`src/rtl/trng_pkg.sv`:
```
// Shared types and defaults for the TRNG conditioning path.
package trng_pkg;

    typedef enum logic [0:0] {
        ST_FIRST  = 1'b0,
        ST_SECOND = 1'b1
    } deb_state_t;

    localparam int DEF_POOL_DEPTH  = 16;
    localparam int DEF_SYNC_STAGES = 2;
    localparam int DEF_SAMPLE_DIV  = 4;
    localparam int DEF_RCT_CUTOFF  = 32;

    // Occupancy needs one extra bit so that "full" is distinguishable from "empty".
    function automatic int count_width(input int depth);
        return $clog2(depth) + 1;
    endfunction

endpackage

```
`src/rtl/trng_bit_pool.sv`:
```
// Single-bit FIFO holding debiased bits; flush empties it, head is the oldest bit.
module trng_bit_pool
    import trng_pkg::*;
#(
    parameter  int DEPTH = DEF_POOL_DEPTH,
    localparam int PTR_W = $clog2(DEPTH),
    localparam int CNT_W = count_width(DEPTH)
) (
    input  logic             clk,
    input  logic             reset,
    input  logic             push,
    input  logic             push_bit,
    input  logic             pop,
    input  logic             flush,
    output logic             head,
    output logic [CNT_W-1:0] count
);

    logic [DEPTH-1:0] mem;
    logic [PTR_W-1:0] rd_ptr;
    logic [PTR_W-1:0] wr_ptr;
    logic             do_pop;
    logic             do_push;

    // A pop on an empty pool is ignored; a push into a full pool only lands if a pop frees a slot.
    assign do_pop  = pop && (count != '0);
    assign do_push = push && ((count != CNT_W'(DEPTH)) || do_pop);
    assign head    = mem[rd_ptr];

    // NOTE: storage is deliberately not reset; count defines which entries are valid and the top masks head when empty.
    always_ff @(posedge clk) begin
        if (do_push && !flush) begin
            mem[wr_ptr] <= push_bit;
        end
    end

    always_ff @(posedge clk or posedge reset) begin
        if (reset) begin
            rd_ptr <= '0;
            wr_ptr <= '0;
            count  <= '0;
        end else if (flush) begin
            rd_ptr <= '0;
            wr_ptr <= '0;
            count  <= '0;
        end else begin
            if (do_pop) begin
                rd_ptr <= rd_ptr + PTR_W'(1);
            end
            if (do_push) begin
                wr_ptr <= wr_ptr + PTR_W'(1);
            end
            count <= count + CNT_W'(do_push) - CNT_W'(do_pop);
        end
    end

endmodule

```
`src/rtl/trng_conditioner.sv`:
```
// Raw entropy synchroniser, sample divider, von Neumann debiaser and bit pool feeding the TRNG read port.
// Define TRNG_HEALTH_EN to add the repetition-count health test (health_fail is tied 0 otherwise).
module trng_conditioner
    import trng_pkg::*;
#(
    parameter int POOL_DEPTH  = DEF_POOL_DEPTH,
    parameter int SYNC_STAGES = DEF_SYNC_STAGES,
    parameter int SAMPLE_DIV  = DEF_SAMPLE_DIV,
    parameter int RCT_CUTOFF  = DEF_RCT_CUTOFF
) (
    input  logic                        clk,
    input  logic                        reset,
    input  logic                        raw_bit,
    input  logic                        trng_req,
    output logic                        trng_bit,
    output logic                        trng_avail,
    output logic [$clog2(POOL_DEPTH):0] pool_count,
    output logic                        underflow,
    input  logic                        fail_clr,
    output logic                        health_fail
);

    localparam int DIV_W = (SAMPLE_DIV > 1) ? $clog2(SAMPLE_DIV) : 1;

    if (POOL_DEPTH < 2 || (POOL_DEPTH & (POOL_DEPTH - 1)) != 0 || SYNC_STAGES < 2 ||
        SAMPLE_DIV < 1 || RCT_CUTOFF < 2) begin : g_param_check
        $error("trng_conditioner: illegal parameter value");
    end

    logic [SYNC_STAGES-1:0] sync_q;
    logic                   s_bit;
    logic [DIV_W-1:0]       div_cnt;
    logic                   strobe;
    deb_state_t             state;
    logic                   a_bit;
    logic                   push;
    logic                   halt;
    logic                   health_set;
    logic                   req_q;
    logic                   pop;
    logic                   head;

    always_ff @(posedge clk or posedge reset) begin
        if (reset) begin
            sync_q <= '0;
        end else begin
            sync_q <= {sync_q[SYNC_STAGES-2:0], raw_bit};
        end
    end

    assign s_bit = sync_q[SYNC_STAGES-1];

    // The strobe marks the cycle in which the divider wraps back to 0.
    assign strobe = (div_cnt == DIV_W'(SAMPLE_DIV - 1));

    always_ff @(posedge clk or posedge reset) begin
        if (reset) begin
            div_cnt <= '0;
        end else begin
            div_cnt <= strobe ? '0 : div_cnt + DIV_W'(1);
        end
    end

    assign halt = health_fail | health_set;

    always_ff @(posedge clk or posedge reset) begin
        if (reset) begin
            state <= ST_FIRST;
            a_bit <= 1'b0;
        end else if (halt) begin
            state <= ST_FIRST;
        end else if (strobe) begin
            case (state)
                ST_FIRST: begin
                    a_bit <= s_bit;
                    state <= ST_SECOND;
                end
                default: state <= ST_FIRST;
            endcase
        end
    end

    assign push = strobe && (state == ST_SECOND) && (a_bit != s_bit) && !halt;

`ifdef TRNG_HEALTH_EN
    localparam int RUN_W = $clog2(RCT_CUTOFF + 1);

    logic [RUN_W-1:0] run_cnt;
    logic [RUN_W-1:0] run_next;
    logic             prev_sample;
    logic             fail_q;

    // A zero run count means no sample has been seen since reset or the last clear.
    always_comb begin
        // NOTE: default first so every path assigns run_next and no latch is inferred.
        run_next = RUN_W'(1);
        if (run_cnt != '0 && s_bit == prev_sample) begin
            run_next = (run_cnt == RUN_W'(RCT_CUTOFF)) ? run_cnt : run_cnt + RUN_W'(1);
        end
    end

    assign health_set = strobe && !fail_q && (run_next == RUN_W'(RCT_CUTOFF));

    always_ff @(posedge clk or posedge reset) begin
        if (reset) begin
            run_cnt     <= '0;
            prev_sample <= 1'b0;
            fail_q      <= 1'b0;
        end else begin
            if (fail_q) begin
                if (fail_clr) begin
                    run_cnt <= '0;
                end
            end else if (strobe) begin
                run_cnt     <= run_next;
                prev_sample <= s_bit;
            end
            fail_q <= health_set | (fail_q & ~fail_clr);
        end
    end

    assign health_fail = fail_q;
`else
    assign health_set  = 1'b0;
    assign health_fail = 1'b0;
`endif

    assign pop = trng_req & ~req_q;

    always_ff @(posedge clk or posedge reset) begin
        if (reset) begin
            req_q     <= 1'b0;
            underflow <= 1'b0;
        end else begin
            req_q     <= trng_req;
            underflow <= (pop && pool_count == '0) | (underflow & ~fail_clr);
        end
    end

    trng_bit_pool #(
        .DEPTH (POOL_DEPTH)
    ) u_pool (
        .clk      (clk),
        .reset    (reset),
        .push     (push),
        .push_bit (a_bit),
        .pop      (pop),
        .flush    (halt),
        .head     (head),
        .count    (pool_count)
    );

    assign trng_avail = (pool_count != '0) & ~health_fail;
    assign trng_bit   = trng_avail & head;

endmodule

```
`config.mk`:
```
export PLATFORM = sky130hd
export DESIGN_NAME = trng_conditioner
export DESIGN_NICKNAME = d
export VERILOG_FILES = /design/src/rtl/trng_pkg.sv /design/src/rtl/trng_bit_pool.sv /design/src/rtl/trng_conditioner.sv
export SDC_FILE = /design/constraint.sdc
export NUM_CORES = 1
export LEC_CHECK = 0
export ABC_AREA = 1
export CAP_MARGIN = 10
export CORE_ASPECT_RATIO = 1.4
export CORE_UTILIZATION = 30
export DETAILED_ROUTE_END_ITERATION = 10
export SETUP_SLACK_MARGIN = 0.05
export SLEW_MARGIN = 15
export SYNTH_ARGS = -nofsm -noshare
export SYNTH_HDL_FRONTEND = slang
export SYNTH_HIERARCHICAL = 1
export SYNTH_SLANG_ARGS = --single-unit
```
`constraint.sdc`:
```
create_clock -name clk -period 6.2 [get_ports clk]
set_input_delay 1.55 -clock clk [delete_from_list [all_inputs] [get_ports clk]]
set_output_delay 1.55 -clock clk [all_outputs]
set_load 0.05 [all_outputs]
```
==> results of run 1 <==
[power breakdown]
part	internal (uW)	switching, uW
sequential	274	33.3
clock	160	84.8
combinational	101	192
total	535	310
[stage by stage]
step           std cells  utilization (%)
2_1_floorplan        251                -
3_3_place_gp         349             34.3
3_5_place_dp         349             34.3
4_1_cts              357             36.3
5_1_grt              357             36.3
6_report             357             36.3
[synth_stat cells, types with 2 or more instances]
library cell,n,area (um^2)
a21oi_1,4,20.0
buf_4,2,15.0
buf_6,2,22.5
dfrtp_1,21,526
edfxtp_1,16,480
ha_1,12,150
inv_1,33,124
inv_2,2,7.51
nand2_1,70,263
nand3_1,23,115
nand4_1,5,31.3
nor2_1,25,93.8
nor2_2,13,81.3
o21ai_0,2,10.0
xor2_1,4,35.0
[flip-flops by register name (all words and copies together) (netlist names)]
register,count
u_pool/mem,16
u_pool/count,5
u_pool/rd_ptr,4
u_pool/wr_ptr,4
div_cnt,2
sync_q,2
a_bit,1
req_q,1
state,1
underflow,1
[routing by layer]
metal	share of wire (%)	GRT usage [%]	vias up
met5	0	0	-
met4	2.2	6.64	0
met3	2.3	3.00	7
met2	54	22.3	20
met1	41	11.7	698
li1	-	-	804
[kinds of logic (layout without fill, tap and decap cells)]
group,count (synthesis),in the layout
adders and majority gates,13,13
and+or+nand+nor,143,143
DFF,37,37
AOI/OAI and AO/OA,7,7
other,1,6
xor gates and xnor gates,4,4
buffers and inverters,41,55
[how the worst min path moves through the flow]
stage | from | to | slack, ns | cells past startpoint
after floorplan | sync_q[0]$_DFF_PP0_ | sync_q[1]$_DFF_PP0_ | 0.33 | 0
after global placement | sync_q[0]$_DFF_PP0_ | sync_q[1]$_DFF_PP0_ | 0.34 | 0
after detailed placement | sync_q[0]$_DFF_PP0_ | sync_q[1]$_DFF_PP0_ | 0.34 | 0
after CTS | sync_q[0]$_DFF_PP0_ | sync_q[1]$_DFF_PP0_ | 0.36 | 0
after global routing | sync_q[0]$_DFF_PP0_ | sync_q[1]$_DFF_PP0_ | 0.37 | 0
final | sync_q[0]$_DFF_PP0_ | sync_q[1]$_DFF_PP0_ | 0.35 | 0
[worst max-delay path: cells and delay by family (launching register included)]
kind / cells / cell delay [ns]
buf+inv: 3 / 1.10
flops: 1 / 0.64
simple gates: 6 / 0.50
[cell type report]
type | count | share of cell area (%)
Tap cell | 92 | 4.73
Timing Repair Buffer | 12 | 4.94
Multi-Input combinational cell | 173 | 38.1
Inverter | 35 | 5.40
Clock buffer | 5 | 2.83
Sequential cell | 37 | 41.3
Clock inverter | 3 | 2.67
==> reports/metrics.yaml, run 1 <==
status: "complete, no violations"
end_kind: "output port"
cp_max_fo: 14
crit-reg2reg-launch: "a_bit$_DFFE_PP0P_"
synth_compound_area_share_pct: 1.67
fin_hold_ws_ns: 0.354
multi_input_area_um2: 927
drt_iter0_markers: 50
layout_commonest_cell: "nand2_1"
synth_xor_area_share_pct: 1.67
synthAdderAreaFrac_pct: 8.09
syn-cell-area_mm2: 0.00210
nFillCells: 667
wl_per_cell_um: 10.7
leakagePower_uw: 0.00109
worstSetupPathType: "reg -> out"
regArea_mm2: 0.00101
final-setup-viol-count: 0
avgSynthCellArea_um2: 8.55
portBuffers: 12
peakVddDrop_mv: 0.228
endpoint: "trng_bit"
grt_max_degree: 21
diodes: 0
tightest_slew_ns: 0.541
viasPerCell: 4.28
fmax_mhz: 245
gp_congestion: 0.830
ctsRootBufferMaster: "clkbuf_8"
vias: 1529
dieHeight_um: 101
ctsHtreeMaxLevel: 2
design_area_mm2: 0.00243
wl_um: 3820
dp_hpwl_um: 2950
overflow: 0
fin_setup_tns_ns: 0
synth-main-ff-cell: "dfrtp_1"
hold_viol: 0
cts_setup_buffers: 0
dr.pass1.iters: 4
p_total_uw: 845
initial_core_util_pct: 31.4
cts_tree: "yes"
timing.critical_path.from_type: "flop"
cts_made_buffers: 5
cp_cell_sequence: "inv_1, nand2_1, nand3_1, nand3_1, nand2_1, nand2_1, nand2_1, inv_1, clkdlybuf4s50_1"
pwr_density_cell_mw_per_mm2: 347
post-route-period-util_pct: 65.9
fin_ws_ns: 2.11
cp_slowest_stage_delay_ns: 0.79
nets: 282
cts_hold_buf: 0
reg2regPathDepth: 12
first_global_vias: 1455
worstSetupStartpoint: "u_pool/rd_ptr[0]$_DFFE_PP0P_"
slew_headroom_pct: 63.9
coreArea_mm2: 0.00670
synth_top_family_by_area: "simple AND/OR/NAND/NOR gates"
grt_usage_pct: 11.9
hold_path_class: "reg -> reg"
dpl_cell_area_mm2: 0.00230
period_needed_ns: 4.09
synthSimpleGateAreaFrac_pct: 31.6
clk_pin_slew_worst_paths_ns: 0.07
arrival_ns: 2.54
die_area_mm2: 0.00735
crit_slowest_cell: "clkdlybuf4s50_1"
ios: 14
r2r_slack_ns: 3.44
cts_resized: 0
post_synth_inst_count: 246
cp_data_required_time_ns: 4.65
ys_ff_latch: 37
drive_above_1_share_pct: 10.6
async_reset_ff_share_pct: 56.8
yosys_warnings: 6
rr_endpoint: "u_pool/count[4]$_DFF_PP0_"
drc_errors: 0
rows: 35
synth-edff-count: 16
antenna_found_initial: 0
synth_cell_types: 27
die_x_um: 72.8
crit_top_cell: "nand2_1"
ys_seq_area_share_pct: 47.8
rsz0062_at_grt: "false"
clock-sinks: 37
clockBufferDepth: 2
maxCapViolations: 0
ant_nets: 0
skew_ns: 0.00861
grt_pass1_wl_um: 6530
final_cell_mix: "nand2_1, inv_1, nor2_1"
area_growth_pct: 15.7
synth_mux_area_share_pct: 0
clk_latency_ns: 0.29
slew_violations: 0
place_ws_ns: 2.24
No activity file was read; power rests on OpenSTA's default activity.
==> run 2: changes to the inputs <==
Clock period 6.2 ns to 4.1 ns, I/O delays scaled along.
==> results of run 2 <==
The final DEF is identical to that of run 1. Status: complete, no violations.
Main changes from that run: setup slack after placement 2.24 ns -> 0.669 ns; setup slack after layout 2.11 ns -> 0.538 ns; register-to-register setup slack 3.44 ns -> 1.34 ns; total power 845 uW -> 1280 uW; worst IR drop on VDD 0.228 mV -> 0.345 mV
==> run 3: changes to the inputs <==
Settings changed: ABC_AREA 1 to 0.
==> run 3 against run 2 <==
Net effect: final area down 8.9%; sequential power grew 2%; die area down 8.3%; cell count fell by 29%; clock power is 36% lower; first-iteration DRC count shrank 68%; largest power group is now combinational logic; total power decreased by 7.2%; core utilization decreased by 0.64 points; critical path type unchanged.
==> reports/metrics.yaml, run 3 <==
status: "complete, no violations"
clock-sinks: 37
antenna_found_initial: 0
regMostFlops: "u_pool/mem"
largest_reg_flops: 16
reg2regPathDepth: 14
pwr_density_cell_mw_per_mm2: 535
place_ws_ns: 0.573
tightest_slew_ns: 0.523
ctsHtreeMaxLevel: 2
cts_tree: "yes"
initial_core_util_pct: 31.0
drt_iter0_markers: 16
period_needed_ns: 3.67
leakagePower_uw: 0.000907
final-setup-viol-count: 0
fin_hold_ws_ns: 0.349
grt_max_degree: 19
post-route-period-util_pct: 89.4
wl_um: 3330
yosys_warnings: 6
peakVddDrop_mv: 0.407
rr_endpoint: "u_pool/count[4]$_DFF_PP0_"
synth_cell_types: 40
hold_viol: 0
clockBufferDepth: 2
first_global_vias: 1201
diodes: 0
fin_setup_tns_ns: 0
yosysTopAreaCell: "dfrtp_1"
viasPerCell: 4.52
ys_top_cells_by_area: "dfrtp_1, edfxtp_1, ha_1, nor2_1, mux2i_1"
hold_path_class: "reg -> reg"
die_area_mm2: 0.00674
slew_headroom_pct: 65.1
end_kind: "output port"
ys_seq_area_share_pct: 52.3
fmax_mhz: 273
arrival_ns: 2.64
regArea_mm2: 0.00101
nets: 199
clk_latency_ns: 0.28
ys_ff_latch: 37
cts_resized: 0
ant_nets: 0
synth-edff-count: 16
min_from: "sync_q[0]$_DFF_PP0_"
dp_hpwl_um: 2500
utilization_pct: 35.7
min_path_cells: 0
wl_per_cell_um: 13.1
cp_slowest_stage_delay_ns: 0.82
synth-main-ff-cell: "dfrtp_1"
crit_slowest_cell: "clkdlybuf4s50_1"
critical_path_depth: 6
rsz0062_at_grt: "false"
placedCellCount: 246
synth_top_area_share_pct: 27.3
layout_commonest_cell: "nor2_1"
multi_input_area_um2: 853
fin_ws_ns: 0.433
slew_violations: 0
rows: 34
cts_hold_buf: 0
cts_made_buffers: 5
coreArea_mm2: 0.00621
gp_congestion: 0.701
syn-cell-area_mm2: 0.00192
clk_pin_slew_worst_paths_ns: 0.07
stdcell_count: 254
drive_above_1_share_pct: 13.7
avgSynthCellArea_um2: 12.0
area_growth_pct: 15.1
nFillCells: 629
dr.pass1.iters: 4
drc_errors: 0
post_synth_inst_count: 161
yosysMostFrequentCell: "nor2_1"
cts_setup_buffers: 0
skew_ns: 0.00543
synth_common_cells: "nor2_1, dfrtp_1, edfxtp_1"
crit-reg2reg-launch: "u_pool/count[2]$_DFF_PP0_"
worstHoldEndpoint: "sync_q[1]$_DFF_PP0_"
async_reset_ff_share_pct: 56.8
grt_usage_pct: 11.0
portBuffers: 12
r2r_slack_ns: 1.19
top_regs: "u_pool/mem x16, u_pool/count x5"
dieHeight_um: 96.8
worstSetupPathType: "reg -> out"
overflow: 0
cp_max_fo: 9
cp_data_required_time_ns: 3.07
final_cell_mix: "nor2_1, dfrtp_1, edfxtp_1"
die_x_um: 69.7
maxCapViolations: 0
cp_top_family: "buffers and inverters"
cp_cell_sequence: "mux2i_1, a221oi_1, o21ai_0, nand2_1, a21boi_0, clkdlybuf4s50_1"
vias: 1148
ios: 14
grt_pass1_wl_um: 5790
cp.buffers_inverters: 1
timing.critical_path.from_type: "flop"
ctsRootBufferMaster: "clkbuf_8"
run 3: cell types whose count changed after synthesis, sizes merged, moves of 3 or more:
cell / delta
nand2: -64
nand3: -23
inv: -20
nor2: -15
mux2i: +6
nand4: -6
nor2b: +6
nor3: +6
xnor2: +4
buf: -3
nand2b: +3
run 3: cell families after synthesis:
group	synth area share, %
buffers and inverters	4.36
XOR/XNOR	4.55
adder cells (fa/ha/maj)	8.84
AND/OR/NAND/NOR	15.1
other	0.195
multiplexers	6.24
AO/OA/AOI/OAI	8.45
flip-flops	52.3
run 3: area by class of cell:
type	instances	area share, %
flip-flops and latches	37	45.4
multi-input cells	109	38.5
repair buffers	13	5.76
well taps	72	4.07
clock buffers	6	3.27
inverters	15	2.54
clock inverters	2	0.452
run 3: per-layer routing:
metal | share of wire, % | vias up | routed length (um) | track usage, %
li1 | - | 580 | - | -
met1 | 42 | 553 | 1390 | 12.0
met2 | 55 | 10 | 1820 | 20.2
met3 | 1.7 | 5 | 55 | 2.19
met4 | 2.0 | 0 | 65 | 5.08
met5 | 0 | - | 0 | 0
run 3: worst max path at each step:
stage / startpoint / to / slack [ns]
2_1_floorplan: u_pool/rd_ptr[0]$_DFFE_PP0P_ / trng_bit / 0.78
3_3_place_gp: trng_req / u_pool/count[4]$_DFF_PP0_ / 0.61
3_5_place_dp: trng_req / u_pool/count[4]$_DFF_PP0_ / 0.57
4_1_cts: u_pool/rd_ptr[0]$_DFFE_PP0P_ / trng_bit / 0.37
5_1_grt: u_pool/rd_ptr[0]$_DFFE_PP0P_ / trng_bit / 0.20
6_report: u_pool/rd_ptr[0]$_DFFE_PP0P_ / trng_bit / 0.43
run 3: per-stage QoR:
stage	cell area, um^2	total power (uW)
3_5_place_dp	2130	956
2_1_floorplan	1940	833
5_1_grt	2220	1260
3_3_place_gp	2130	958
6_report	2220	1180
4_1_cts	2220	1200
run 3: power breakdown:
group          switching (uW)  total [uW]  leakage, uW  internal, uW
Clock                     120         238    0.0000450           118
Combinational             286         475     0.000444           189
Sequential               55.7         472     0.000418           416
